[src/rtl/instr_fetch_unit_if.sv]
// rtl/instr_fetch_unit_if.sv - program-memory, redirect and decode-side bus of the fetch unit
//
// Purpose: groups every signal of instr_fetch_unit except clk/rst.
// master : the fetch unit (drives imem_addr and the instr_* head outputs)
// slave  : the environment (program memory, branch unit, decode stage)
// Signals:
//   imem_addr      fetch address to program memory (equals fetch PC)
//   imem_data      synchronous-read data for the address of the previous edge
//   redirect_valid take redirect_pc this cycle (flush + squash)
//   redirect_pc    new fetch target
//   instr_valid    FIFO head valid
//   instr_ready    decode accepts the head when instr_valid && instr_ready
//   instr_data     head instruction
//   instr_pc       PC of the head instruction
//   halted         fetch stopped on a halt opcode (only with FETCH_HALT_DETECT_EN)

interface instr_fetch_unit_if #(
  parameter int ADDR_W = 16,
  parameter int DATA_W = 16
);
  logic [ADDR_W-1:0] imem_addr;
  logic [DATA_W-1:0] imem_data;
  logic              redirect_valid;
  logic [ADDR_W-1:0] redirect_pc;
  logic              instr_valid;
  logic              instr_ready;
  logic [DATA_W-1:0] instr_data;
  logic [ADDR_W-1:0] instr_pc;
  logic              halted;

  modport master (
    output imem_addr,
    input  imem_data,
    input  redirect_valid,
    input  redirect_pc,
    output instr_valid,
    input  instr_ready,
    output instr_data,
    output instr_pc,
    output halted
  );

  modport slave (
    input  imem_addr,
    output imem_data,
    output redirect_valid,
    output redirect_pc,
    input  instr_valid,
    output instr_ready,
    input  instr_data,
    input  instr_pc,
    input  halted
  );
endinterface

[src/rtl/instr_fetch_unit.sv]
// rtl/instr_fetch_unit.sv - sequential instruction fetch with PC-tagged FIFO and redirect flush
//
// Purpose: drives the program memory's synchronous-read port with a running PC,
// captures the word one cycle later, buffers {pc, data} in a small FIFO and
// presents the head to decode with a valid/ready handshake. A redirect flushes
// the FIFO, drops any in-flight read and restarts fetch at redirect_pc.
// Ports:
//   clk  clock, all state updates on posedge
//   rst  synchronous active-high reset
//   bus  instr_fetch_unit_if.master (imem_*, redirect_*, instr_*, halted)
// Optional feature: define FETCH_HALT_DETECT_EN to stop fetching after a word
// whose top nibble is 4'hF is pushed; halted then reads 1 until redirect/rst.
// Without the macro halted is tied 0 and there is no HALT state.

module instr_fetch_unit #(
  parameter int                 ADDR_W     = 16,
  parameter int                 DATA_W     = 16,
  parameter logic [ADDR_W-1:0]  RESET_PC   = '0,
  parameter int                 FIFO_DEPTH = 2
) (
  input  logic                clk,
  input  logic                rst,
  instr_fetch_unit_if.master  bus
);

  localparam int PW = $clog2(FIFO_DEPTH);
  localparam int CW = PW + 1;

`ifdef FETCH_HALT_DETECT_EN
  typedef enum logic {RUN = 1'b0, HALT = 1'b1} state_t;
`else
  typedef enum logic {RUN = 1'b0} state_t;
`endif

  state_t state, state_nxt;

  logic [ADDR_W-1:0] fetch_pc;
  logic [ADDR_W-1:0] inflight_pc;
  logic              inflight;

  logic [DATA_W-1:0] fifo_data [FIFO_DEPTH];
  logic [ADDR_W-1:0] fifo_pc   [FIFO_DEPTH];
  logic [PW-1:0]     wr_ptr, rd_ptr;
  logic [CW-1:0]     count;

  // Last presented head, so instr_data/instr_pc hold their value while invalid.
  logic [DATA_W-1:0] hold_data;
  logic [ADDR_W-1:0] hold_pc;

  logic              pop, push, halt_hit, issue;
  logic [CW:0]       occ;

  always_comb begin
    state_nxt = state;
    pop       = 1'b0;
    push      = 1'b0;
    halt_hit  = 1'b0;
    issue     = 1'b0;
    occ       = '0;

    pop  = (count != '0) && bus.instr_ready;
    // A redirect discards the response arriving this cycle.
    push = inflight && !bus.redirect_valid;
`ifdef FETCH_HALT_DETECT_EN
    halt_hit = push && (bus.imem_data[DATA_W-1 -: 4] == 4'hF);
`endif
    // Credit: everything already owed to the FIFO must fit after this pop.
    occ = (CW+1)'(count) + (CW+1)'(inflight) - (CW+1)'(pop);

    case (state)
      RUN: begin
        issue = !bus.redirect_valid && !halt_hit && (occ < (CW+1)'(FIFO_DEPTH));
`ifdef FETCH_HALT_DETECT_EN
        if (halt_hit) state_nxt = HALT;
`endif
      end
      default: issue = 1'b0;
    endcase

    if (bus.redirect_valid) state_nxt = RUN;
  end

  always_ff @(posedge clk) begin
    if (rst) state <= RUN;
    else     state <= state_nxt;
  end

  always_ff @(posedge clk) begin
    if (rst) begin
      fetch_pc    <= RESET_PC;
      inflight    <= 1'b0;
      inflight_pc <= '0;
      wr_ptr      <= '0;
      rd_ptr      <= '0;
      count       <= '0;
      hold_data   <= '0;
      hold_pc     <= '0;
    end else begin
      if (count != '0) begin
        hold_data <= fifo_data[rd_ptr];
        hold_pc   <= fifo_pc[rd_ptr];
      end
      if (bus.redirect_valid) begin
        fetch_pc <= bus.redirect_pc;
        inflight <= 1'b0;
        wr_ptr   <= '0;
        rd_ptr   <= '0;
        count    <= '0;
      end else begin
        inflight <= issue;
        if (issue) begin
          inflight_pc <= fetch_pc;
          fetch_pc    <= fetch_pc + 1'b1;
        end
        if (push) wr_ptr <= wr_ptr + 1'b1;
        if (pop)  rd_ptr <= rd_ptr + 1'b1;
        count <= count + CW'(push) - CW'(pop);
      end
    end
  end

  // Storage needs no reset: entries are only read after being written.
  always_ff @(posedge clk) begin
    if (!rst && push) begin
      fifo_data[wr_ptr] <= bus.imem_data;
      fifo_pc[wr_ptr]   <= inflight_pc;
    end
  end

  assign bus.imem_addr   = fetch_pc;
  assign bus.instr_valid = (count != '0);
  assign bus.instr_data  = (count != '0) ? fifo_data[rd_ptr] : hold_data;
  assign bus.instr_pc    = (count != '0) ? fifo_pc[rd_ptr]   : hold_pc;
`ifdef FETCH_HALT_DETECT_EN
  assign bus.halted      = (state == HALT);
`else
  assign bus.halted      = 1'b0;
`endif

endmodule
[src/flat_wrapper.sv]
// flat-port wrapper written by rule: the top's interface ports become plain ports
module instr_fetch_unit_flat 
#(
  parameter int                 ADDR_W     = 16,
  parameter int                 DATA_W     = 16,
  parameter logic [ADDR_W-1:0]  RESET_PC   = '0,
  parameter int                 FIFO_DEPTH = 2
)
  (clk, rst, bus_imem_addr, bus_imem_data, bus_redirect_valid, bus_redirect_pc, bus_instr_valid, bus_instr_ready, bus_instr_data, bus_instr_pc, bus_halted);
  instr_fetch_unit_if #(.ADDR_W(ADDR_W), .DATA_W(DATA_W)) bus_i ();
  input  logic clk;
  input  logic rst;
  output wire logic [$bits(bus_i.imem_addr)-1:0] bus_imem_addr;
  input wire logic [$bits(bus_i.imem_data)-1:0] bus_imem_data;
  input wire logic [$bits(bus_i.redirect_valid)-1:0] bus_redirect_valid;
  input wire logic [$bits(bus_i.redirect_pc)-1:0] bus_redirect_pc;
  output wire logic [$bits(bus_i.instr_valid)-1:0] bus_instr_valid;
  input wire logic [$bits(bus_i.instr_ready)-1:0] bus_instr_ready;
  output wire logic [$bits(bus_i.instr_data)-1:0] bus_instr_data;
  output wire logic [$bits(bus_i.instr_pc)-1:0] bus_instr_pc;
  output wire logic [$bits(bus_i.halted)-1:0] bus_halted;
  assign bus_imem_addr = bus_i.imem_addr;
  assign bus_i.imem_data = bus_imem_data;
  assign bus_i.redirect_valid = bus_redirect_valid;
  assign bus_i.redirect_pc = bus_redirect_pc;
  assign bus_instr_valid = bus_i.instr_valid;
  assign bus_i.instr_ready = bus_instr_ready;
  assign bus_instr_data = bus_i.instr_data;
  assign bus_instr_pc = bus_i.instr_pc;
  assign bus_halted = bus_i.halted;
  instr_fetch_unit #(.ADDR_W(ADDR_W), .DATA_W(DATA_W), .RESET_PC(RESET_PC), .FIFO_DEPTH(FIFO_DEPTH)) u_core (.clk(clk), .rst(rst), .bus(bus_i));
endmodule
[config.mk]
export PLATFORM = sky130hd
export DESIGN_NAME = instr_fetch_unit_flat
export DESIGN_NICKNAME = d
export VERILOG_FILES = /design/src/rtl/instr_fetch_unit_if.sv /design/src/rtl/instr_fetch_unit.sv /design/src/flat_wrapper.sv
export SDC_FILE = /design/constraint.sdc
export NUM_CORES = 1
export LEC_CHECK = 0
export CAP_MARGIN = 20
export CORE_MARGIN = 2
export CORE_UTILIZATION = 45
export DETAILED_ROUTE_END_ITERATION = 8
export GPL_TIMING_DRIVEN = 0
export PLACE_DENSITY = 0.79
export SLEW_MARGIN = 0
export SYNTH_ARGS = -nofsm -noshare
export SYNTH_HDL_FRONTEND = slang
export SYNTH_SLANG_ARGS = --single-unit
[constraint.sdc]
create_clock -name clk -period 5.4 [get_ports clk]
set_clock_uncertainty 0.15 [all_clocks]
set_input_delay 0.81 -clock clk [delete_from_list [all_inputs] [get_ports clk]]
set_output_delay 0.81 -clock clk [all_outputs]
set_load 0.1 [all_outputs]
==> summary.txt <==
Setup path
  – Startpoint types: register
  – Worst setup path category: reg2out
  – CP endpoint: bus_instr_data[5]
  – R2R Path End: u_core.bus.imem_addr[9]
  – Cell mode on critical path: clkbuf_1
  – Crit path max-delay family: buffers and inverters
  – Crit-path slowest cell: clkdlybuf4s50_1
  – R2R Path Start: u_core.count[1]
  – CP Cell Sequence: nor2_1 > clkbuf_1 > clkbuf_1 > nand2_1 > o21ai_0 > clkdlybuf4s50_1
  – Crit path largest cell delay: 1.20 ns
  – Worst reg2reg setup slack: 1.61 ns
  – Depth of the most critical reg-to-reg path: 10
  – Buffers and inverters on the worst path: 3
  – Crit path launch: u_core.count[1]
  – Critical path depth in cells: 6
  – Crit path DAT: 3.32 ns
  – Max FO, Critical Path: 10
  – Worst path required time: 4.44 ns
  – Worst Setup End Kind: output pin

Clocking
  – Root buf cell: clkbuf_16
  – Setup Fix Bufs, Post-CTS: 0
  – Clk sinks: 134
  – H-tree Lvls: 4
  – Worst-path clk slew: 0.06 ns
  – Cts hold-fix bufs: 0
  – CTS tree: yes
  – Worst skew pair latency: 0.42 ns
  – Total CTS buffers: 17
  – Clock Tree Buf Depth: 2
  – Resized Gates After CTS: 0

Drt
  – Iter 0 DRT Violations: 296
  – Pre-antenna DRT Iters: 4
  – WL final: 11230 um
  – Vias per cell: 5.096
  – Drc violations: 0
  – Via count: 3654
  – Post-DRT Antenna Nets: 0
  – Wire per inst: 15.66 um

Timing
  – Final worst path period need: 4.278 ns
  – Final slew viol count: 0
  – Final hold violations: 0
  – Setup tns final: 0 ns
  – Final setup fails: 0
  – Fmax achieved: 233.8 MHz
  – Fin crit share: 79.22%
  – Slew @ Worst Pin: 1.002 ns
  – RSZ-0062 raised after global routing: no
  – Rel. slew slack: 32.98%

Global routing
  – Largest net degree at the start of global routing: 33
  – Grt ovf: 0
  – Initial antenna violation count: 0
  – Tot GR Track Use: 18.68%
  – Number of global-route vias before repair: 3720
  – Global-route wire length before repair: 18010 um

Die
  – Die area: 12450 um^2
  – Die span in x: 111.6 um
  – Io pins: 86
  – Row count: 39
  – Die Y: 111.6 um
  – Core area: 11370 um^2
  – Initial Util: 45.80%

Yosys
  – Gate Count Post-Synth: 460
  – Post-synthesis sequential area ratio: 63.82%
  – Syn_area_per_cell: 11.32 um^2
  – Synthesis Warnings: 0
  – Number of library cell types mapped by synthesis: 42
  – Mapped Area: 5207 um^2
  – Syn nets: 499
  – Yosys reg bits: 134

Run
  – Max-Cap Viols: 0

Finish
  – Share of layout cells above drive strength 1: 6.794%
  – N_diodes: 0
  – Nets: 600
  – Area growth from synthesis to layout: 30.08%
  – Final core occ: 59.58%

Min path
  – Worst hold path class: reg2reg

Pwr
  – P per Cell Area: 357.6 nW/um^2
  – LEAKAGE: 0.002280 uW
  – Peak supply drop: 300.3 uV

Placement
  – Placer Congestion: 0.8433
  – Hpwl dp: 7601 um
  – Port buffer count: 82

Status
  – Status: completed
==> cells in the final DEF (no fill, tap or decap), types with 3 or more instances in the layout <==
| cell | synthesis | layout |
|---|---|---|
| inv_1 | 9 | 9 |
| xor2_1 | 3 | 3 |
| xnor2_1 | 9 | 9 |
| clkdlybuf4s50_1 | 0 | 82 |
| o21ai_0 | 35 | 35 |
| nor3_1 | 7 | 7 |
| nand3_1 | 6 | 6 |
| clkbuf_16 | 0 | 17 |
| a211oi_1 | 7 | 7 |
| nand2_1 | 76 | 76 |
| nor2b_1 | 33 | 33 |
| edfxtp_1 | 64 | 64 |
| dfxtp_1 | 70 | 70 |
| a311oi_1 | 4 | 4 |
| buf_1 | 3 | 3 |
| clkbuf_1 | 26 | 27 |
| nor2_1 | 18 | 17 |
| a21oi_1 | 20 | 20 |
| inv_6 | 0 | 3 |
| clkinvlp_4 | 0 | 6 |
| mux2i_1 | 33 | 33 |
| o31a_1 | 4 | 4 |
==> metal layers <==
layer  up-vias  routed length, um  track usage, %
met4         0                172           7.078
met2       117               5574           30.53
met3        16                700           6.641
li1       1805                  -               -
met5         -                  0               0
met1      1716               4780           22.91
==> per-stage QoR <==
| step | hold slack, ns | area, um^2 | total power, uW | worst slack [ns] | instances |
|---|---|---|---|---|---|
| finish | 0.3044 | 6774 | 2422 | 1.122 | 717 |
| global route | 0.3163 | 6774 | 2498 | 0.8924 | 717 |
| CTS | 0.3057 | 6774 | 2437 | 1.079 | 717 |
| detailed placement | 0.2935 | 6216 | 1366 | 1.421 | 685 |
| global placement | 0.2821 | 6207 | 1361 | 1.317 | 685 |
| floorplan | 0.2754 | 5207 | 1289 | 1.202 | 460 |
==> cell type report <==
cell class              count  area, um^2
plain buffers              31       121.4
repair buffers             82       820.8
multi-input cells         286        1738
inverters                   9       33.78
clock buffers              18       429.2
well taps                 143       178.9
fillers                   917        4596
flip-flops and latches    134        3323
clock inverters            14       128.9
==> synthesized netlist by cell type <==
cell type / n / share of area (%)
nand2_1: 76 / 5.5
dfxtp_1: 70 / 27
edfxtp_1: 64 / 37
o21ai_0: 35 / 3.4
mux2i_1: 33 / 6.3
nor2b_1: 33 / 4.0
clkbuf_1: 26 / 1.9
a21oi_1: 20 / 1.9
nor2_1: 18 / 1.3
inv_1: 9 / 0.65
xnor2_1: 9 / 1.5
a211oi_1: 7 / 1.0
nor3_1: 7 / 0.67
nand3_1: 6 / 0.58
a311oi_1: 4 / 0.67
o31a_1: 4 / 0.67
buf_1: 3 / 0.22
xor2_1: 3 / 0.50
a21boi_0: 2 / 0.29
and3_1: 2 / 0.24
and4_1: 2 / 0.34
ha_1: 2 / 0.48
nand4_1: 2 / 0.24
nor3b_1: 2 / 0.29
nor4_1: 2 / 0.24
nor4b_1: 2 / 0.34
or3_1: 2 / 0.24
a2111oi_0: 1 / 0.17
a31oi_1: 1 / 0.12
a41oi_1: 1 / 0.17
and2_1: 1 / 0.12
buf_2: 1 / 0.096
buf_4: 1 / 0.14
conb_1: 1 / 0.072
fa_1: 1 / 0.38
nand4b_1: 1 / 0.17
nor4b_2: 1 / 0.29
nor4bb_1: 1 / 0.19
o31a_2: 1 / 0.19
or3_2: 1 / 0.14
or4b_1: 1 / 0.19
xor2_2: 1 / 0.31
==> state kept, by name, summed over array words and instances (netlist names), named ones only <==
signal                cells
u_core.inflight_pc       16
u_core.bus.imem_addr     16
u_core.hold_data         16
u_core.rd_ptr             1
u_core.wr_ptr             1
u_core.inflight           1
u_core.fifo_data         32
u_core.count              2
u_core.fifo_pc           32
u_core.hold_pc           16
==> report_power, final <==
part           total (uW)  internal (uW)  leakage [uW]  switching, uW
clock network        1080            635      0.000255            442
registers            1110           1090       0.00118           19.9
logic                 239           70.3      0.000843            169
==> worst min-delay path by stage <==
stage,from,to,depth (start not counted)
floorplan,u_core.inflight_pc[0],u_core.fifo_pc[0][0],0
global placement,u_core.inflight_pc[8],u_core.fifo_pc[0][8],0
detailed placement,u_core.inflight_pc[8],u_core.fifo_pc[0][8],0
CTS,u_core.inflight_pc[6],u_core.fifo_pc[1][6],0
global route,u_core.inflight_pc[11],u_core.fifo_pc[1][11],0
finish,u_core.inflight_pc[6],u_core.fifo_pc[1][6],0
==> cell families (layout without fill, tap and decap cells) <==
| family | Yosys count | in the layout | share of synthesized area, % |
|---|---|---|---|
| simple gates | 160 | 160 | 15.02 |
| flops | 134 | 134 | 63.82 |
| compound gates | 76 | 76 | 8.578 |
| buf+inv | 40 | 154 | 2.979 |
| mux | 33 | 33 | 6.343 |
| xor+xnor | 13 | 13 | 2.331 |
| fa+ha+maj | 3 | 3 | 0.8649 |
| other cells | 1 | 1 | 0.07201 |
Power figures use the tool's default switching activity.
